--- src/rtl/attack_map_collector.sv ---
// rtl/attack_map_collector.sv - board broadcast and attack-map collection front end
//
// Purpose:
//   Accepts a board over a valid/ready handshake, broadcasts it to the
//   128-instance attack-evaluator array with a one-cycle strobe, waits for a
//   cycle in which every evaluator reports valid, and packs the results into
//   two 64-bit attack maps plus king-in-check flags.  A wait that lasts
//   TIMEOUT cycles aborts with error=1 and zeroed maps.
//
// Ports:
//   clk, reset                         clock, asynchronous active-low reset
//   board_in / _valid / _ready         incoming position handshake
//   board_out / board_out_valid        broadcast to evaluators (one-cycle strobe)
//   white_attacking / _valid / white_opp_check   white-attack evaluator outputs
//   black_attacking / _valid / black_opp_check   black-attack evaluator outputs
//   white_attack_map, black_attack_map packed attack maps
//   white_in_check, black_in_check     king-in-check flags
//   result_valid / result_ready        result handshake
//   error                              timeout abort, qualified by result_valid
//
// Optional feature (macro ATTACK_POPCOUNT_EN):
//   white_attack_count, black_attack_count - 7-bit population counts of the
//   captured maps, registered and held with the maps.

`timescale 1ns/1ps

`ifndef BOARD_WIDTH
`define BOARD_WIDTH 256
`endif

module attack_map_collector #(
  parameter int TIMEOUT   = 15,
  parameter int CNT_WIDTH = 4
) (
  input  logic                    clk,
  input  logic                    reset,
  input  logic [`BOARD_WIDTH-1:0] board_in,
  input  logic                    board_in_valid,
  output logic                    board_in_ready,
  output logic [`BOARD_WIDTH-1:0] board_out,
  output logic                    board_out_valid,
  input  logic [63:0]             white_attacking,
  input  logic [63:0]             white_attacking_valid,
  input  logic [63:0]             white_opp_check,
  input  logic [63:0]             black_attacking,
  input  logic [63:0]             black_attacking_valid,
  input  logic [63:0]             black_opp_check,
  output logic [63:0]             white_attack_map,
  output logic [63:0]             black_attack_map,
  output logic                    white_in_check,
  output logic                    black_in_check,
`ifdef ATTACK_POPCOUNT_EN
  output logic [6:0]              white_attack_count,
  output logic [6:0]              black_attack_count,
`endif
  output logic                    result_valid,
  input  logic                    result_ready,
  output logic                    error
);

  typedef enum logic [1:0] {IDLE, ISSUE, WAIT, DONE} state_t;

  state_t               state;
  logic [CNT_WIDTH-1:0] counter;
  logic                 all_valid;

  // Only a single cycle with all 128 valids high counts; nothing accumulates.
  assign all_valid = (&white_attacking_valid) && (&black_attacking_valid);

`ifdef ATTACK_POPCOUNT_EN
  function automatic logic [6:0] popcount64(input logic [63:0] v);
    logic [6:0] c;
    c = 7'd0;
    for (int i = 0; i < 64; i++) begin
      c = c + {6'd0, v[i]};
    end
    return c;
  endfunction
`endif

  always_ff @(posedge clk or negedge reset) begin
    if (!reset) begin
      state            <= IDLE;
      counter          <= '0;
      board_in_ready   <= 1'b0;
      board_out        <= '0;
      board_out_valid  <= 1'b0;
      white_attack_map <= '0;
      black_attack_map <= '0;
      white_in_check   <= 1'b0;
      black_in_check   <= 1'b0;
      result_valid     <= 1'b0;
      error            <= 1'b0;
`ifdef ATTACK_POPCOUNT_EN
      white_attack_count <= '0;
      black_attack_count <= '0;
`endif
    end else begin
      case (state)
        IDLE: begin
          // Ready is registered so it stays low for the first cycle after reset release.
          board_in_ready <= 1'b1;
          if (board_in_valid && board_in_ready) begin
            board_out       <= board_in;
            board_out_valid <= 1'b1;
            board_in_ready  <= 1'b0;
            state           <= ISSUE;
          end
        end

        ISSUE: begin
          board_out_valid <= 1'b0;
          counter         <= '0;
          state           <= WAIT;
        end

        WAIT: begin
          counter <= counter + CNT_WIDTH'(1);
          if (all_valid) begin
            white_attack_map <= white_attacking;
            black_attack_map <= black_attacking;
            // White evaluators flag the opponent (black) king, and vice versa.
            black_in_check   <= |white_opp_check;
            white_in_check   <= |black_opp_check;
            error            <= 1'b0;
            result_valid     <= 1'b1;
`ifdef ATTACK_POPCOUNT_EN
            white_attack_count <= popcount64(white_attacking);
            black_attack_count <= popcount64(black_attacking);
`endif
            state            <= DONE;
          end else if (counter == CNT_WIDTH'(TIMEOUT - 1)) begin
            white_attack_map <= '0;
            black_attack_map <= '0;
            black_in_check   <= 1'b0;
            white_in_check   <= 1'b0;
            error            <= 1'b1;
            result_valid     <= 1'b1;
`ifdef ATTACK_POPCOUNT_EN
            white_attack_count <= '0;
            black_attack_count <= '0;
`endif
            state            <= DONE;
          end
        end

        DONE: begin
          if (result_ready) begin
            result_valid   <= 1'b0;
            board_in_ready <= 1'b1;
            state          <= IDLE;
          end
        end

        default: state <= IDLE;
      endcase
    end
  end

endmodule
--- config.mk ---
export PLATFORM = sky130hd
export DESIGN_NAME = attack_map_collector
export DESIGN_NICKNAME = d
export VERILOG_FILES = /design/src/rtl/attack_map_collector.sv
export SDC_FILE = /design/constraint.sdc
export NUM_CORES = 1
export LEC_CHECK = 0
export BUFFER_PORTS_ARGS = -buffer_cell sky130_fd_sc_hd__buf_4
export CORE_AREA = 2 2 404 406
export CTS_CLUSTER_SIZE = 40
export DETAILED_ROUTE_END_ITERATION = 8
export DIE_AREA = 0 0 406 408
export PLACE_DENSITY = 0.3
export SLEW_MARGIN = 20
export SYNTH_ARGS = -nofsm -noshare
export SYNTH_HDL_FRONTEND = slang
export SYNTH_SLANG_ARGS = --single-unit
--- constraint.sdc ---
create_clock -name clk -period 2.2 [get_ports clk]
set_clock_uncertainty 0.05 [all_clocks]
set_input_delay 0.11 -clock clk [delete_from_list [all_inputs] [get_ports clk]]
set_output_delay 0.11 -clock clk [all_outputs]
set_load 0.05 [all_outputs]
==> impl_metrics.toml, run 1 <==
[global_routing]
grt_usage_pct = 11.7
antenna_found_initial = 13
grt_pass1_vias = 18700
overflow = 0
grt_pass1_wl_um = 139000
grt_max_degree = 84

[routing]
drt_iter0_markers = 873
drtAntennaViolNets = 0
wl_um = 100000
vias = 17200
wl_per_cell_um = 19.0
viasPerCell = 3.27
dr.pass1.iters = 5
drc_errors = 0

[synth]
synth_top_family_by_area = "simple AND/OR/NAND/NOR gates"
synth_fa_ha_area_share_pct = 0.489
syn_area_sq_mm = 0.0154
yosysSeqAreaShare_pct = 64.5
synthDominantCellAreaShare_pct = 64.5
synth_compound_area_share_pct = 8.12
syn_inst = 1554
ys_ff_latch = 396
muxShareOfSynthArea_pct = 0
synth.avg_cell_area_sq_um = 9.88
synth.distinct_cells = 25
synth_area_leaders = "dfrtp_1, nand2_1, a22o_1"
ys_warn_count = 0
synth_area_leader_cell = "dfrtp_1"
synthSimpleGateAreaFrac_pct = 24.4
synthXorXnorAreaFrac_pct = 0
syn-num-nets = 2204

[placement]
place_congestion = 0.851
dpl-instance-area_sq_mm = 0.0265
dp_hpwl_um = 79400
dp_cells = 4757
preCtsSetupSlack_ns = -0.385
portBuffers = 1033

[pwr]
netSwitchingFraction_pct = 46.4
seqPwrFrac_pct = 28.4
peakVddDrop_mv = 0.577
power_density_mw_per_mm2 = 1170
power.leakage_nw = 16.2
clock_power_share_pct = 23.6
p_comb_share_pct = 47.9
design_power_total_mw = 37.8
internal_power_mw = 20.3
switchingPower_mw = 17.6

[clocking]
cts-root-buf = "clkbuf_16"
h-tree-depth = 2
post_cts_resized = 0
cts_inserted_buffers = 55
clock_path_buffers = 3
clock_sinks = 396
cts_tree = "built"
clk_pin_slew_ns = 0.05
clk_latency_ns = 0.64

[worst_hold_path]
hold_class = "in -> reg"

[outcome]
status = "completed"

[sta]
max_freq_ghz = 0.458
drv_slew = 0
layout_min_cycle_time_ns = 2.18
finalHoldViolCount = 0
timing.slew.headroom_pct = 44.6
setup_viol = 0
fin_crit_sh_pct = 99.3
worstMarginPinSlew_ns = 0.824
rsz0062_at_grt = "false"
worst_slack_ns = 0.0160

[worst_setup_path]
path_depth = 7
reg2reg_slack_ns = 0.30
cpPeakStageDelay_ns = 0.62
cpMostUsedCell = "dlygate4sd3_1"
arrival_ns = 2.67
cp_top_family = "buffers and inverters"
reg2reg_depth = 7
critical_path_buf_inv_count = 3
critPathKind = "in -> reg"
critPathLaunch = "white_opp_check[25]"
crit_chain = "dlygate4sd3_1, buf_4, nor4_1, dlygate4sd3_1, nand4_1, or4_1, a22o_1"
reg2reg_to = "board_out[73]$_DFFE_PN0P_"
crit_path_end = "black_in_check$_DFFE_PN0P_"
cp_slowest_cell = "dlygate4sd3_1"
reg2reg_from = "state[0]$_DFFE_PN0P_"
end_kind = "register"
start_kind = "primary input"
required_ns = 2.69
cp_max_fo = 1

[die]
core-area_sq_mm = 0.162
die-area_sq_mm = 0.166
die_h_um = 408
start_util_pct = 9.50
io_pins = 1034
chipWidth_um = 406
rows = 148

[layout]
areaGrowthSynthToFinish_pct = 111
nets = 3703
drive_gt1_share_pct = 38.9
layout.cells.non_filler = 5263
seq_area_sq_mm = 0.00991
fill_cells = 18000
multiInputGateArea_sq_mm = 0.00513
final_cell_area_sq_mm = 0.0324
post-route-util_pct = 20.0

[job]
max_cap_violations = 0
-- registers in the layout, summed over array words and instances, names as in the netlist --
signal and flops:
black_attack_map 64, black_in_check 1, board_in_ready 1, board_out 256, board_out_valid 1, counter 4
error 1, result_valid 1, state 2, white_attack_map 64, white_in_check 1
-- cells in the final DEF (no fill, tap or decap), types with 5 or more instances in the layout --
cell | synthesis | layout
buf_4 | 0 | 1086
nand2_1 | 772 | 772
dlygate4sd3_1 | 0 | 413
dfrtp_1 | 396 | 396
a22o_1 | 130 | 130
nand4_1 | 68 | 68
clkbuf_16 | 0 | 55
nor4_1 | 49 | 46
buf_12 | 0 | 28
clkbuf_1 | 60 | 13
o21ai_0 | 8 | 8
nor2_1 | 7 | 7
clkbuf_8 | 0 | 7
inv_1 | 6 | 6
ha_1 | 6 | 6
a21oi_1 | 5 | 5
nand3_1 | 6 | 5
clkinv_2 | 0 | 5
-- Yosys cell counts --
master / n
dfrtp_1: 396
nand3_1: 6
ha_1: 6
o32ai_1: 1
or4_1: 2
nor3b_1: 1
nor3_2: 1
nor2b_1: 1
a21boi_0: 1
a31o_2: 1
o21ai_0: 8
buf_2: 21
nor2_1: 7
nand2_1: 772
inv_1: 6
buf_1: 5
and3_1: 2
clkbuf_1: 60
a21oi_1: 5
a22o_1: 130
nand4_1: 68
nor4_1: 49
nand3b_1: 2
o21ai_1: 1
o22ai_1: 2
-- layer usage --
| metal | share of wire, % | wire (um) | global-route usage (%) | vias up |
|---|---|---|---|---|
| met4 | 3.3 | 3270 | 3.91 | 2 |
| met1 | 37 | 36800 | 12.4 | 8273 |
| met3 | 5.7 | 5680 | 2.54 | 137 |
| li1 | - | - | - | 8203 |
| met2 | 54 | 54500 | 22.3 | 611 |
| met5 | 0.013 | 13 | 0 | - |
-- final cells by class --
cell class              instances  area share [%]
well taps                    2175            8.40
repair buffers               1528            39.7
clock inverters                14           0.668
multi-input cells            1066            15.8
clock buffers                  75            4.70
inverters                       6          0.0695
flip-flops and latches        396            30.6
diodes                          3          0.0232
-- per-stage QoR --
| stage | hold slack (ns) | setup TNS (ns) |
|---|---|---|
| finish | 0.0337 | 0 |
| global route | 0.0200 | 0 |
| CTS | 0.0118 | 0 |
| detailed placement | 0.00443 | -47.22 |
| global placement | 0.0112 | -47.34 |
| floorplan | -0.236 | 0 |
-- worst min-delay path, cell delays in order --
cell	delay, ns
buf_4	0.08
nor4_1	0.04
nand4_1	0.11
or4_1	0.19
a22o_1	0.14
-- power groups by stage --
stage                     Sequential (mW)  Clock [mW]  Combinational [mW]
after floorplan                      18.3           0                3.02
after global placement               10.9           0                17.9
after detailed placement             10.9           0                17.8
after CTS                            10.8        9.39                18.5
after global routing                 11.0        9.67                19.3
final                                10.8        8.94                18.1
-- cells by family after synthesis --
group	after synthesis
and+or+nand+nor	911
adders and majority gates	6
AOI/OAI and AO/OA	149
DFF	396
buffers and inverters	92
-- repair_timing --
action / CTS / global route
endpoints found under the hold margin: 786 / 0
hold buffers: 414 / 0
setup buffers: 0 / 0
-- worst min path at each step --
stage | start | to | slack, ns | depth (start not counted)
2_1_floorplan | reset | black_attack_map[0]$_DFFE_PN0P_ | -0.24 | 0
3_3_place_gp | reset | board_out[219]$_DFFE_PN0P_ | 0.01 | 1
3_5_place_dp | reset | board_out[219]$_DFFE_PN0P_ | 0.004 | 1
4_1_cts | white_opp_check[19] | black_in_check$_DFFE_PN0P_ | 0.01 | 6
5_1_grt | white_opp_check[18] | black_in_check$_DFFE_PN0P_ | 0.02 | 6
6_report | black_opp_check[4] | white_in_check$_DFFE_PN0P_ | 0.03 | 5
(Power assumes the default switching activity.)
==> run 2, diff against run 1 <==
- ABC_AREA: unset -> 1
- CORE_AREA: 2 2 404 406 -> 2 2 405 407
- DIE_AREA: 0 0 406 408 -> 0 0 407 409
==> impl_metrics.toml, run 2 <==
[outcome]
status = "completed"

[synth]
synth_top_family_by_area = "multiplexers"
synth_fa_ha_area_share_pct = 0.474
syn-num-nets = 2034
synth_commonest_cells = "nand2_1, dfrtp_1, mux2_2, nor2_1, nor4_1"
syn_inst = 1384
ys_warn_count = 0
synthDominantCellAreaShare_pct = 62.5
synthFlopType = "dfrtp_1"
ys_async_sr_fraction_pct = 100
synthSimpleGateAreaFrac_pct = 16.1
synth_area_leader_cell = "dfrtp_1"
synth.distinct_cells = 23
post-synth-top-count-cell = "nand2_1"
synth_edf_count = 0
syn_area_sq_mm = 0.0158
synthXorXnorAreaFrac_pct = 0.111
synth.avg_cell_area_sq_um = 11.5
yosysSeqAreaShare_pct = 62.5
ys_ff_latch = 396
synth_compound_area_share_pct = 0.347
muxShareOfSynthArea_pct = 18.2
synth_area_leaders = "dfrtp_1, mux2_2, nand2_1"

[sta]
layout_min_cycle_time_ns = 2.12
timing.slew.headroom_pct = 58.3
final.setup.tns_ns = 0
drv_slew = 0
max_freq_ghz = 0.472
finalHoldViolCount = 0
rsz0062_at_grt = "false"
setup_viol = 0
fin_crit_sh_pct = 96.3
worstMarginPinSlew_ns = 0.620

[clocking]
cts_tree = "built"
clk_pin_slew_ns = 0.05
cts-root-buf = "clkbuf_16"
clk_latency_ns = 0.63
clock_path_buffers = 3
h-tree-depth = 2
cts_inserted_buffers = 56
clock_sinks = 396

[placement]
dp_hpwl_um = 68300
place_congestion = 0.827
portBuffers = 1033

[layout]
final_common_cell = "buf_4"
largest_reg_flops = 256
areaGrowthSynthToFinish_pct = 107
top_regs = "board_out: 256 flops, black_attack_map: 64 flops, white_attack_map: 64 flops"
nets = 3543
drive_gt1_share_pct = 49.4
most-common-layout-cells = "buf_4, nand2_1, dlygate4sd3_1"
largest-register = "board_out"
post-route-util_pct = 20.2

[die]
die-area_sq_mm = 0.166
core-area_sq_mm = 0.162
rows = 148
start_util_pct = 9.78
die_h_um = 409
io_pins = 1034
chipWidth_um = 407

[global_routing]
grt_pass1_vias = 17600
antenna_found_initial = 9
overflow = 0
grt_pass1_wl_um = 122000
grt_max_degree = 56
grt_usage_pct = 9.94

[routing]
vias = 15700
drt_iter0_markers = 557
wl_um = 86100
viasPerCell = 3.08
wl_per_cell_um = 16.8
drc_errors = 0
dr.pass1.iters = 4
drtAntennaViolNets = 0

[pwr]
peakVddDrop_mv = 1.05
power.leakage_nw = 15.7
power_density_mw_per_mm2 = 1220

[worst_hold_path]
hold_class = "in -> reg"
hp-start = "white_opp_check[19]"

[worst_setup_path]
reg2reg_from = "state[1]$_DFFE_PN0P_"
end_kind = "register"
critPathKind = "in -> reg"
start_kind = "primary input"
required_ns = 2.67
cp_max_fo = 1
critPathLaunch = "black_opp_check[53]"
arrival_ns = 2.59

[job]
max_cap_violations = 0
## run 2: area by class of cell
class,instances,area (sq um)
Antenna cell,4,10.0
Clock buffer,82,1670
Clock inverter,18,170
Fill cell,17900,129000
Inverter,14,52.6
Multi-Input combinational cell,918,5620
Sequential cell,396,9910
Tap cell,2175,2720
Timing Repair Buffer,1507,12600
## run 2: final timing paths
kind	to	slack, ns	depth (start not counted)
setup / recovery	white_in_check$_DFFE_PN0P_	0.08	10
hold / removal	black_in_check$_DFFE_PN0P_	0.03	7
setup reg to reg	board_out[112]$_DFFE_PN0P_	0.29	6
hold reg to reg	black_attack_map[48]$_DFFE_PN0P_	0.43	2
max in group asynchronous	board_out[103]$_DFFE_PN0P_	1.37	3
min in group asynchronous	board_out[56]$_DFFE_PN0P_	0.22	3
## run 2: kinds of logic after synthesis
family	count (synthesis)
simple gates	644
xor+xnor	2
fa+ha+maj	6
buf+inv	70
mux	256
flops	396
compound gates	10
## run 2: layer usage
| metal | GRT usage (%) | vias up | share of wire (%) |
|---|---|---|---|
| met4 | 2.84 | 4 | 2.5 |
| met1 | 11.4 | 7471 | 39 |
| met2 | 17.7 | 567 | 50 |
| met5 | 0 | - | 0.028 |
| met3 | 3.02 | 109 | 7.8 |
| li1 | - | 7587 | - |
## run 2: critical path, stage by stage
cell and delay (ns):
dlygate4sd3_1 0.54, buf_4 0.14, nor4_2 0.23, dlygate4sd3_1 0.57, nand4_1 0.07, dlygate4sd3_1 0.58, nor2_1 0.13, nand2_2 0.09
nand2_1 0.06, nand2_1 0.05
## run 2: power breakdown
group	internal, mW	switching [mW]	total [mW]
Clock	5.45	3.73	9.18
Combinational	6.99	12.7	19.7
Sequential	9.79	1.47	11.3
## run 2: timing repair
action / 4_1_cts / 5_1_grt
hold buffers: 416 / 0
resized for setup: 0 / 4
buffers inserted: 0 / 0
hold endpoints to repair: 787 / 0
setup endpoints to repair: 0 / 1
## run 2: per-stage QoR
stage	instances	worst slack (ns)	hold WS [ns]	total power, mW	cell area (sq um)
2_1_floorplan	1384	0.305	-0.236	23.1	15800
3_3_place_gp	4595	-0.0889	0.0656	30.8	26700
3_5_place_dp	4595	-0.129	0.0722	30.7	26700
4_1_cts	5111	0.0931	0.00911	41.0	32700
5_1_grt	5111	0.00201	0.0146	42.1	32700
6_report	5114	0.0814	0.0331	40.1	32800
==> run 3, diff against run 2 <==
- CORE_AREA: 2 2 405 407 -> 4 4 396 398
- DIE_AREA: 0 0 407 409 -> 0 0 400 402
- PLACE_DENSITY: 0.3 -> 0.31
==> impl_metrics.toml, run 3 (synthesis gave the netlist of run 2 again) <==
[job]
max_cap_violations = 0

[die]
io_pins = 1034
rows = 144
start_util_pct = 10.3
die-area_sq_mm = 0.161
core-area_sq_mm = 0.153
chipWidth_um = 400
die_h_um = 402

[worst_setup_path]
cp_max_fo = 1
reg2reg_from = "state[1]$_DFFE_PN0P_"
reg2reg_depth = 6
start_kind = "primary input"
end_kind = "register"
critPathKind = "in -> reg"
arrival_ns = 2.57
critPathLaunch = "white_opp_check[4]"
required_ns = 2.66

[clocking]
clk_latency_ns = 0.62
cts_inserted_buffers = 55
clock_path_buffers = 3
clk_pin_slew_ns = 0.05
cts-root-buf = "clkbuf_16"
cts_tree = "built"
h-tree-depth = 2
clock_sinks = 396
cts_setup_buffers = 0

[placement]
place_congestion = 0.838
portBuffers = 1033
dpl-instance-area_sq_mm = 0.0265
dp_hpwl_um = 70700

[worst_hold_path]
hold_class = "in -> reg"
hp-start = "white_opp_check[27]"
hold_depth = 8

[pwr]
peakVddDrop_mv = 0.961
design_power_total_mw = 39.7
power.leakage_nw = 15.6
power_density_mw_per_mm2 = 1220

[sta]
final.setup.tns_ns = 0
whs_ns = 0.106
rsz0062_at_grt = "false"
max_freq_ghz = 0.475
layout_min_cycle_time_ns = 2.11
finalHoldViolCount = 0
worstMarginPinSlew_ns = 0.588
fin_crit_sh_pct = 95.7
setup_viol = 0
timing.slew.headroom_pct = 60.4
drv_slew = 0

[routing]
viasPerCell = 3.16
drtAntennaViolNets = 0
dr.pass1.iters = 4
drc_errors = 0
vias = 15700
wl_um = 87800
drt_iter0_markers = 529
wl_per_cell_um = 17.6

[layout]
drive_gt1_share_pct = 49.0
nets = 3529
final_cell_area_sq_mm = 0.0325
top_regs = "board_out: 256 flops, black_attack_map: 64 flops, white_attack_map: 64 flops"
areaGrowthSynthToFinish_pct = 105
largest_reg_flops = 256
largest-register = "board_out"
final_common_cell = "buf_4"
most-common-layout-cells = "buf_4, nand2_1, dlygate4sd3_1"

[outcome]
status = "completed"

[global_routing]
grt_pass1_vias = 17600
grt_pass1_wl_um = 125000
antenna_found_initial = 30
grt_usage_pct = 10.5
overflow = 0
grt_max_degree = 65
-- run 3: cell types whose count changed in the layout (fill, tap and decap cells not counted), moves of 3 or more --
cell           change
inv_6              +3
clkbuf_1           +4
diode_2           +14
clkinv_2           -4
buf_4             -12
clkbuf_8           -4
dlygate4sd3_1      -4
-- run 3: layout make-up --
type                       instances  area, sq um
sequential                       396         9910
inverter                          14         52.6
clock buffer                      81         1600
fill                           16900       121000
antenna                           18         45.0
clock inverter                    16          156
timing repair buffer            1494        12500
tap                             2044         2560
multi-input combinational        918         5610
-- run 3: worst paths after layout --
path                                                    end  slack (ns)
max in group asynchronous   black_attack_map[7]$_DFFE_PN0P_        1.43
max reg2reg                      board_out[176]$_DFFE_PN0P_        0.33
min                              black_in_check$_DFFE_PN0P_        0.11
min in group asynchronous        board_out[172]$_DFFE_PN0P_        0.19
min reg2reg                white_attack_map[14]$_DFFE_PN0P_        0.43
max                              black_in_check$_DFFE_PN0P_        0.09
-- run 3: repair_timing --
item                                    in CTS  in global routing
endpoints found under the hold margin      753                  0
gates resized for setup                      0                  3
endpoints found under the setup margin       0                  2
hold buffers                               413                  0
-- run 3: power by group --
part / total [mW] / switching (mW) / internal [mW]
combinational: 19.7 / 12.7 / 6.98
sequential: 11.2 / 1.38 / 9.79
clock: 8.88 / 3.73 / 5.15
total: 39.7 / 17.8 / 21.9
-- run 3: metal layers --
metal | wire [um] | vias to the layer above | track usage, %
met5 | 34 | - | 0
met4 | 2620 | 6 | 3.19
met3 | 7140 | 118 | 3.23
met2 | 43200 | 540 | 18.2
met1 | 34800 | 7494 | 12.4
li1 | - | 7585 | -
-- run 3: through the flow --
| step | util (%) | setup slack [ns] | cells |
|---|---|---|---|
| after floorplan | - | 0.305 | 1384 |
| after global placement | 17.3 | 0.254 | 4454 |
| after detailed placement | 17.3 | 0.249 | 4454 |
| after CTS | 21.1 | 0.0929 | 4964 |
| after global routing | 21.2 | 0.0195 | 4976 |
| final | 21.2 | 0.0948 | 4981 |
-- run 3: critical path, stage by stage --
cell and delay (ns):
dlygate4sd3_1 0.53, buf_4 0.13, nor4_1 0.22, dlygate4sd3_1 0.58
nand4_1 0.07, dlygate4sd3_1 0.59, nor2_2 0.13, nand2_1 0.09
nand2_1 0.07, nand2_1 0.04
